===== src/rtl/alu_const_select_decode.sv =====
// Registered decode of the 5-bit ALU constant-select code into an 18-bit one-hot mux select,
// with a 2-entry skid buffer on a valid/ready handshake and illegal-code error tracking.
module alu_const_select_decode #(
   parameter int unsigned CNT_W = 4
) (
   input  logic             clk,
   input  logic             rst,
   input  logic             in_valid,
   output logic             in_ready,
   input  logic [4:0]       in_code,
   output logic             out_valid,
   input  logic             out_ready,
   output logic [17:0]      out_sel,
   output logic             out_illegal,
   input  logic             err_clr,
   output logic             err_sticky,
   output logic [CNT_W-1:0] err_count
);

   localparam logic [CNT_W-1:0] CntMax = '1;

   logic [17:0]      w_sel;
   logic             w_illegal;
   logic             w_accept;
   logic             w_drain;

   logic             r_main_valid;
   logic [17:0]      r_main_sel;
   logic             r_main_ill;
   logic             r_skid_valid;
   logic [17:0]      r_skid_sel;
   logic             r_skid_ill;
   logic             r_err_sticky;
   logic [CNT_W-1:0] r_err_count;

   always_comb begin
      w_sel     = '0;
      w_illegal = 1'b0;
      case (in_code)
         5'h00:   w_sel = 18'h00000;
         5'h01:   w_sel = 18'h00001;
         5'h02:   w_sel = 18'h00002;
         5'h03:   w_sel = 18'h00004;
         5'h04:   w_sel = 18'h00008;
         5'h05:   w_sel = 18'h00010;
         5'h06:   w_sel = 18'h00020;
         5'h07:   w_sel = 18'h00040;
         5'h08:   w_sel = 18'h00080;
         5'h09:   w_sel = 18'h00100;
         5'h0A:   w_sel = 18'h00200;
         5'h0B:   w_sel = 18'h00400;
         5'h0C:   w_sel = 18'h00800;
         5'h0D:   w_sel = 18'h01000;
         5'h0E:   w_sel = 18'h02000;
         5'h0F:   w_sel = 18'h04000;
         5'h10:   w_sel = 18'h08000;
         5'h11:   w_sel = 18'h10000;
         5'h12:   w_sel = 18'h20000;
         default: w_illegal = 1'b1;
      endcase
   end

   // Skid is only ever filled behind a full main, so !skid_valid alone gates acceptance.
   assign in_ready = ~r_skid_valid;
   assign w_accept = in_valid & ~r_skid_valid;
   assign w_drain  = r_main_valid & out_ready;

   always_ff @(posedge clk) begin
      if (rst) begin
         r_main_valid <= 1'b0;
         r_main_sel   <= '0;
         r_main_ill   <= 1'b0;
         r_skid_valid <= 1'b0;
         r_skid_sel   <= '0;
         r_skid_ill   <= 1'b0;
      end else if (w_drain && r_skid_valid) begin
         r_main_sel   <= r_skid_sel;
         r_main_ill   <= r_skid_ill;
         r_skid_valid <= 1'b0;
         r_skid_sel   <= '0;
         r_skid_ill   <= 1'b0;
      end else if (w_accept && (!r_main_valid || w_drain)) begin
         r_main_valid <= 1'b1;
         r_main_sel   <= w_sel;
         r_main_ill   <= w_illegal;
      end else if (w_accept) begin
         r_skid_valid <= 1'b1;
         r_skid_sel   <= w_sel;
         r_skid_ill   <= w_illegal;
      end else if (w_drain) begin
         // Clearing sel keeps the mux select all-zero whenever out_valid is low.
         r_main_valid <= 1'b0;
         r_main_sel   <= '0;
         r_main_ill   <= 1'b0;
      end
   end

   always_ff @(posedge clk) begin
      if (rst) begin
         r_err_sticky <= 1'b0;
         r_err_count  <= '0;
      end else if (w_accept && w_illegal) begin
         r_err_sticky <= 1'b1;
         if (err_clr) begin
            r_err_count <= CNT_W'(1);
         end else if (r_err_count != CntMax) begin
            r_err_count <= r_err_count + CNT_W'(1);
         end
      end else if (err_clr) begin
         r_err_sticky <= 1'b0;
         r_err_count  <= '0;
      end
   end

   assign out_valid   = r_main_valid;
   assign out_sel     = r_main_sel;
   assign out_illegal = r_main_ill;
   assign err_sticky  = r_err_sticky;
   assign err_count   = r_err_count;

endmodule


===== config.mk =====
export PLATFORM = sky130hd
export DESIGN_NAME = alu_const_select_decode
export DESIGN_NICKNAME = d
export VERILOG_FILES = /design/src/rtl/alu_const_select_decode.sv
export SDC_FILE = /design/constraint.sdc
export NUM_CORES = 1
export LEC_CHECK = 0
export BUFFER_PORTS_ARGS = -buffer_cell sky130_fd_sc_hd__buf_2
export CAP_MARGIN = 20
export CORE_AREA = 5 5 79 81
export CTS_CLUSTER_SIZE = 20
export DETAILED_ROUTE_END_ITERATION = 8
export DIE_AREA = 0 0 84 86
export HOLD_SLACK_MARGIN = 0.03
export PLACE_DENSITY = 0.64
export SLEW_MARGIN = 20
export SYNTH_ARGS = -nofsm -noshare
export SYNTH_HDL_FRONTEND = slang
export SYNTH_SLANG_ARGS = --single-unit

===== constraint.sdc =====
create_clock -name clk -period 1.8 [get_ports clk]
set_clock_uncertainty 0.1 [all_clocks]
set_input_delay 0.09 -clock clk [delete_from_list [all_inputs] [get_ports clk]]
set_output_delay 0.09 -clock clk [all_outputs]
set_load 0.01 [all_outputs]

Yosys cells after proc, flatten, opt, wreduce, memory -nomap -nowiden
Cells that the tools add are included.
{"block": "op_classes", "n_reduce_logical": 16, "n_eq_ne": 21, "n_addsub": 1, "muxes": 17, "bitwise_logic": 5}
{"cell": "one-hot mux 18 bit (18 select lines)", "n": 1}
{"cell": "two-way mux 18 bit", "n": 4}
{"cell": "== test 5 x 4 -> 1 bit, second input constant", "n": 8}
{"cell": "== test 5 x 3 -> 1 bit, second input constant", "n": 4}
{"cell": "OR reduction 19 bit", "n": 1}
{"cell": "two-way mux 4 bit", "n": 4}
{"cell": "== test 5 bit, second input constant", "n": 3}
{"cell": "== test 5 x 2 -> 1 bit, second input constant", "n": 2}
{"cell": "two-way mux 1 bit", "n": 8}
{"cell": "AND reduction 2 bit", "n": 3}
{"cell": "nonzero test 2 bit", "n": 3}
{"cell": "== test 5 x 1 -> 1 bit, second input constant", "n": 1}
{"cell": "logical NOT 5 bit", "n": 1}
{"cell": "adder 4 x 1 -> 4 bit, second input constant", "n": 1}
{"cell": "inequality test 4 bit, second input constant", "n": 1}
{"cell": "logical AND 1 bit", "n": 3}
{"cell": "inequality test 3 x 1 -> 1 bit, second input constant", "n": 1}
{"cell": "NOT 1 bit", "n": 3}
{"cell": "AND reduction 3 bit", "n": 1}
{"cell": "nonzero test 3 bit", "n": 1}
{"cell": "bitwise AND 1 bit", "n": 2}
{"cell": "inequality test 2 x 1 -> 1 bit, second input constant", "n": 1}
{"cell": "OR reduction 2 bit", "n": 1}
{"cell": "logical NOT 1 bit", "n": 1}
{"cell": "logical OR 1 bit", "n": 1}
{"block": "totals", "wordCells": 68, "regBits": 45}

Depth between registers and ports, before layout
Gate-level depths: netlist (run 1).
{"block": "depth", "word_depth": 6, "ltp_mapped": 6, "depth_no_buf": 4}

Least setup slack after synthesis (run 1)
No wires, ideal clock.
{"block": "synth_path", "path_type": "flip-flop to flip-flop", "from": "register r_main_valid (netlist: out_valid)", "to": "register r_main_sel[6] (netlist: out_sel[6])", "path_stages_with_launch": 6, "period_less_slack_ns": 1.501, "setup_ns": 0.086, "n_path_buf": 2, "path_slack_ns": 0.299, "t_arrival_ns": 1.315, "path_cell_list": "dfxtp_1 > buf_6 > mux2i_4 > buf_8 > o22ai_1 > a221oi_2"}
{"block": "synth_between", "elab_chain_len": 5, "word_cells_on_any_way": 10, "cone_classes": "eq/ne (1); mux (2); bitwise (1); reduce/logical (6)"}
{"item": "from (decl)", "line": "27", "rtl": "logic r_main_valid;"}
{"item": "from (signal assigned)", "line": "70", "rtl": "r_main_valid <= 1'b0;"}
{"item": "from (signal assigned)", "line": "83", "rtl": "r_main_valid <= 1'b1;"}
{"item": "from (signal assigned)", "line": "92", "rtl": "r_main_valid <= 1'b0;"}
{"item": "bitwise AND 1 bit / logical NOT 1 bit (equally long branches)", "line": "66, 82"}
{"item": "logical OR 1 bit", "line": "82", "rtl": "end else if (w_accept && (!r_main_valid || w_drain)) begin"}
{"item": "logical AND 1 bit", "line": "82"}
{"item": "inequality test 3 x 1 -> 1 bit (no line), or another cell as far along"}
{"item": "AND reduction 2 bit (no line) / two-way mux 18 bit (equally long branches)"}
{"item": "to (signal assigned)", "line": "77", "rtl": "r_main_sel <= r_skid_sel;"}
{"item": "to (signal assigned)", "line": "84", "rtl": "r_main_sel <= w_sel;"}
{"item": "to (decl)", "line": "28", "rtl": "logic [17:0] r_main_sel;"}
Parallel ways exist; a longest one is shown, timed or not.
A chain may end at the register's enable or synchronous reset.

Final worst setup path (run 1)
{"block": "layout_path", "from": "register r_main_valid (netlist: out_valid)", "to": "register r_main_sel[1] (netlist: out_sel[1])"}
Same word-level chain as after synthesis.

==> out/qor.yml, run 1 <==
whs_ps: 43.7
postRouteAntennaNets: 0
wire_per_inst_um: 15.6
final_cell_mix: "dfxtp_1 (45), buf_2 (35), nand2_1 (23), a21oi_1 (23), inv_1 (22)"
max-vdd-ir-drop_v: 0.000334
clock_path_buffers: 2
synth-edff-count: 0
die_area_mm2: 0.00722
clock_sinks: 45
power_density_mw_per_mm2: 811
synth_compound_area_share_pct: 23.7
synth_cells: 257
overflow: 0
path_class: "reg2reg"
grt_max_degree: 20
cp.required_ps: 1880
crit_family: "flip-flops"
drt-initial-drc-count: 159
finalNetCount: 297
ys_ff_latch: 45
place_ws_ps: 270
track_usage_pct: 16.6
grt_pass1_wl_um: 9980
cts-root-buf: "clkbuf_8"
row_count: 27
fmax_mhz: 628
slowest_delay_ps: 440
slew_headroom_pct: 61.9
synth_xor_area_share_pct: 0
die_w_um: 84
rsz0062_at_grt: "false"
fillers: 567
worstSkewPairLatency_ps: 290
io_buffers: 35
synth.distinct_cells: 46
yosys.area_share.adder_pct: 0.529
syn_nets: 268
post_cts_resized: 0
synth_top_family_by_area: "compound AO/OA/AOI/OAI gates"
worstPathArrival_ps: 1670
grt_pass1_vias: 2001
dr.pass1.iters: 4
cts_made_buffers: 5
start_util_pct: 43.8
min_path_type: "in2reg"
dp_hpwl_um: 3830
postCtsSetupBuffers: 0
cp_cell_sequence: "mux2i_4 > buf_4 > o22ai_1 > a221oi_1"
n_antenna_cell: 0
worst_pin_slew_ps: 569
chipHeight_um: 86
cp_slowest_cell: "dfxtp_1"
vias: 2043
synthFlopType: "dfxtp_1"
fin_ws_ps: 209
synth.avg_cell_area_um2: 9.21
path_clk_slew_ps: 90
maxCapViolCount: 0
cp_max_fo: 19
antenna_found_initial: 0
cts_tree: "yes"
synthArstFlopShare_pct: 0
cp-start-kind: "register"
path_buf_inv: 1
ios: 36
p_leak_uw: 0.000926
period_needed_ps: 1590
status: "finished, final reports clean"
viasPerCell: 5.69
layout_commonest_cell: "dfxtp_1"
cp-end-kind: "register"
drv_slew: 0
area_delta_synth_final_pct: 9.99
yosysSeqAreaShare_pct: 38.1
post-route-period-util_pct: 88.4
gp_congestion: 0.806
setup_tns_ps: 0
remaining_drc_errors: 0
h-tree-depth: 2
drive_gt1_share_pct: 27.2
synth-simple-area-share_pct: 22.0
coreArea_mm2: 0.00541
routed_wl_um: 5620
synth.mux.area_fraction_pct: 1.90
yosysWarnings: 0
finalSetupViolations: 0
synth_area_mm2: 0.00237
finalHoldViolations: 0
[per-stage QoR]
step	area [um^2]	total power [uW]	utilization (%)	std cells
2_1_floorplan	2370	1360	-	257
6_report	2600	2110	48.2	359
4_1_cts	2600	2140	48.2	359
3_3_place_gp	2490	1450	46.1	350
5_1_grt	2600	2220	48.2	359
3_5_place_dp	2490	1450	46.1	350
[synth_stat cells (2+ instances only)]
master | number | area, um^2
a21oi_1 | 23 | 115
a221oi_1 | 7 | 61.3
a221oi_2 | 12 | 180
a31oi_1 | 2 | 12.5
buf_2 | 9 | 45.0
buf_6 | 5 | 56.3
clkbuf_8 | 6 | 82.6
dfxtp_1 | 45 | 901
inv_1 | 22 | 82.6
mux2i_4 | 2 | 45.0
nand2_1 | 23 | 86.3
nand2b_1 | 3 | 18.8
nand3_1 | 20 | 100
nand4_1 | 19 | 119
nor2_1 | 4 | 15.0
nor2b_1 | 2 | 12.5
nor3b_2 | 4 | 50.1
o22ai_1 | 19 | 119
o311ai_0 | 2 | 17.5
o31ai_1 | 2 | 15.0
[final cells by class]
type | count | area [um^2] | area share (%)
flip-flops and latches | 45 | 901 | 34.6
well taps | 72 | 90.1 | 3.46
clock buffers | 7 | 96.3 | 3.70
multi-input cells | 164 | 1140 | 43.8
inverters | 22 | 82.6 | 3.17
repair buffers | 48 | 288 | 11.1
clock inverters | 1 | 5.00 | 0.192
[registers in the layout, summed over array words and instances (netlist names)]
register	count
r_skid_ill	1
r_skid_sel	18
out_illegal	1
out_sel	18
err_sticky	1
err_count	4
r_skid_valid	1
out_valid	1
[worst paths after layout]
check / startpoint / depth (start not counted) / to / slack (ps)
hold reg to reg: r_skid_sel[17] / 2 / r_skid_sel[17] / 350
setup reg to reg: out_valid / 4 / out_sel[1] / 210
setup / recovery: out_valid / 4 / out_sel[1] / 210
hold / removal: rst / 2 / out_valid / 40
[per-layer routing]
| metal | global-route usage, % | wire length [um] | vias up |
|---|---|---|---|
| met1 | 21.9 | 2440 | 958 |
| met3 | 3.46 | 333 | 6 |
| met2 | 27.8 | 2750 | 64 |
| li1 | - | - | 1015 |
| met4 | 4.24 | 84 | 0 |
| met5 | 0 | 0 | - |
[report_power, final]
| part | switching, uW | internal, uW |
|---|---|---|
| clock network | 334 | 347 |
| registers | 21.9 | 1040 |
| logic | 226 | 146 |
| total | 583 | 1530 |
[kinds of logic after synthesis]
group | Yosys count
adders and majority gates | 1
and+or+nand+nor | 89
buffers and inverters | 48
muxes | 2
DFF | 45
AOI/OAI and AO/OA | 72
[repair_timing]
item	CTS	global route
hold buffers	1	0
setup endpoints to repair	0	0
hold endpoints to repair	3	0
Power figures use the tool's default switching activity.
==> run 2: changes to the inputs <==
ABC_AREA = 1   (was default)
CORE_AREA = 5 5 76 78   (was 5 5 79 81)
DIE_AREA = 0 0 81 83   (was 0 0 84 86)
PLACE_DENSITY = 0.6   (was 0.64)
==> run 2 against run 1 <==
Sequential power is essentially flat. Flip-flop and latch count is the same. Maximum frequency rose by 4.2%. Synthesized cell count grew 6.2%. Global-route usage is 1.2 points lower. Final area is 11% lower. Core utilization decreased by 1.9 points. Sequential share of layout area increased by 4.2 points. Clock-buffer cell count unchanged.
==> out/qor.yml, run 2 <==
synth.avg_cell_area_um2: 7.18  # -22%
antenna_found_initial: 0  # unchanged
synth.most_common_cell: "nand2_1"
cp.required_ps: 1930  # +50 ps
finalPower_uw: 2080  # -1.7%
wire_per_inst_um: 12.2  # -22%
drt-initial-drc-count: 79  # -50%
synth_area_mm2: 0.00196  # -17%
worstPathArrival_ps: 1650  # -20 ps
start_util_pct: 39.1  # -4.7 points
layout_commonest_cell: "nand2_1"
slew_headroom_pct: 66.1  # +4.1 points
n_antenna_cell: 0  # unchanged
min_from: "in_code[2]"
grt_pass1_vias: 1903  # -4.9%
maxCapViolCount: 0  # unchanged
dr.pass1.iters: 4  # unchanged
status: "finished, final reports clean"
power_density_mw_per_mm2: 895  # +10%
synth_cells: 273  # +6.2%
fin_cells: 382  # +6.4%
cts_made_buffers: 5  # unchanged
final_cell_mix: "nand2_1 (83), nor2_1 (45), dfxtp_1 (45)"
post-route-period-util_pct: 84.8  # -3.6 points
fin_area_mm2: 0.00232  # -11%
min_path_type: "in2reg"
min_to: "r_skid_sel[2]"
ios: 36  # unchanged
finalHoldViolations: 0  # unchanged
synth.distinct_cells: 25  # -46%
r2r-end: "r_skid_sel[5]"
synthTopCellsByArea: "dfxtp_1 (46%), nand2_1 (16%), nor2_1 (8.6%), a31oi_1 (6.1%), a21oi_1 (3.8%)"
drv_slew: 0  # unchanged
reg2reg_from: "r_skid_valid"
syn_nets: 284  # +6.0%
cts-root-buf: "clkbuf_8"
track_usage_pct: 15.4  # -1.2 points
gp_congestion: 0.851  # +5.6%
clock_sinks: 45  # unchanged
path_clk_slew_ps: 80  # about the same
dr_wl_met2_um: 2090  # -24%
ys_ff_latch: 45  # unchanged
yosys.area.top_type: "dfxtp_1"
die_w_um: 81  # -3.6%
ys_top_cells_by_count: "nand2_1 (83), dfxtp_1 (45), nor2_1 (45)"
synthArstFlopShare_pct: 0  # unchanged
grt_pass1_wl_um: 8390  # -16%
overflow: 0  # unchanged
postCtsSetupBuffers: 0  # unchanged
r2r_cells: 8  # +4
p_leak_uw: 0.000948  # +2.4%
remaining_drc_errors: 0  # unchanged
synthFlopType: "dfxtp_1"
synth-edff-count: 0  # unchanged
netlist.area_leader.share_pct: 45.9  # +7.9 points
area_delta_synth_final_pct: 18.3
routed_wl_um: 4640  # -17%
worst_pin_slew_ps: 508  # -60.8 ps
period_needed_ps: 1530  # -64.2 ps
finalSetupViolations: 0  # unchanged
drive_gt1_share_pct: 17.9  # -9.2 points
rsz0062_at_grt: "false"
cp-end-kind: "register"
cp-start-kind: "primary input"
finalNetCount: 322  # +8.4%
clock_path_buffers: 2  # unchanged
placed_area_mm2: 0.00218  # -12%
coreArea_mm2: 0.00501  # -7.3%
fmax_mhz: 655  # +4.2%
io_buffers: 35  # unchanged
whs_path_depth: 4  # +2
routed-wl-met3_um: 210  # -37%
die_area_mm2: 0.00672  # -6.9%
worstSkewPairLatency_ps: 300  # about the same
chipHeight_um: 83  # -3.5%
regToRegSetupSlack_ps: 290  # +80 ps
cts_tree: "yes"
setup_tns_ps: 0  # unchanged
dp.cells: 372  # +6.3%
yosysSeqAreaShare_pct: 45.9  # +7.9 points
grt_max_degree: 24  # +20%
cp_max_fo: 5  # -14
row_count: 26  # -3.7%
dp_hpwl_um: 3310  # -14%
vias: 1855  # -9.2%
yosysWarnings: 0  # unchanged
postRouteAntennaNets: 0  # unchanged
post_cts_resized: 0  # unchanged
dr.max_layer_used: "met4"
viasPerCell: 4.86  # -15%
h-tree-depth: 2  # unchanged
path_class: "in2reg"
max-vdd-ir-drop_v: 0.000398  # +19%
wl_met1_um: 2270  # -7.3%
==> run 2: cell types whose count changed in the layout (fill, tap and decap cells not counted), moves of 4 or more <==
cell / previous run / this run
nand2_1: 23 / 83
nor2_1: 4 / 45
o22ai_1: 19 / 0
a31oi_1: 2 / 19
nand4_1: 19 / 3
a221oi_2: 12 / 0
o21ai_0: 0 / 12
nand3_1: 20 / 11
a21oi_1: 23 / 15
inv_1: 22 / 14
a221oi_1: 7 / 0
buf_4: 11 / 5
nor3b_2: 4 / 0
==> run 2: cell families (layout without fill, tap and decap cells) <==
family	after synthesis	after routing	synth area share [%]
compound gates	51	51	15.6
buf+inv	28	67	7.27
xor+xnor	1	1	0.447
flops	45	45	45.9
fa+ha+maj	1	1	0.638
simple gates	147	147	30.1
==> run 2: through the flow <==
stage / hold WS, ps / utilization, % / setup WS [ps]
floorplan: 59.4 / - / 418
global placement: 317 / 43.6 / 325
detailed placement: 322 / 43.6 / 293
CTS: 39.6 / 46.3 / 262
global route: 63.8 / 46.3 / 21.1
finish: 45.3 / 46.3 / 273
==> run 2: worst max path at each step <==
stage,startpoint,end,slack (ps),depth (start not counted)
6_report,in_code[3],err_count[1],270,9
5_1_grt,in_code[3],err_count[1],20,9
4_1_cts,in_code[3],err_count[1],260,9
3_5_place_dp,r_skid_valid,r_skid_sel[5],290,8
3_3_place_gp,r_skid_valid,r_skid_sel[5],330,8
2_1_floorplan,out_valid,r_skid_sel[0],420,8
==> run 2: report_power, final <==
group | internal, uW | switching (uW)
Combinational | 75.5 | 162
Clock | 453 | 330
Sequential | 1030 | 23.5
==> run 2: layer usage <==
layer	up-vias	global-route usage [%]
met5	-	0
met3	6	4.00
li1	962	-
met4	0	5.53
met1	858	19.6
met2	29	24.6
==> run 2: cell type report <==
| class | count | area [um^2] |
|---|---|---|
| Clock buffer | 7 | 86.3 |
| Clock inverter | 1 | 30.0 |
| Fill cell | 558 | 2690 |
| Inverter | 17 | 65.1 |
| Multi-Input combinational cell | 200 | 917 |
| Sequential cell | 45 | 901 |
| Tap cell | 70 | 87.6 |
| Timing Repair Buffer | 42 | 233 |
==> run 2: critical path: stages <==
cell,delay (ps)
dlygate4sd3_1,530
buf_2,140
nor2_1,180
nand3_1,190
nand3_1,160
nor2_2,70
nand2_1,100
nand2_1,50
a21boi_0,130
==> run 2: timing repair <==
| item | 4_1_cts | 5_1_grt |
|---|---|---|
| endpoints found under the setup margin | 0 | 0 |
| hold endpoints to repair | 5 | 0 |
| hold buffers | 2 | 0 |
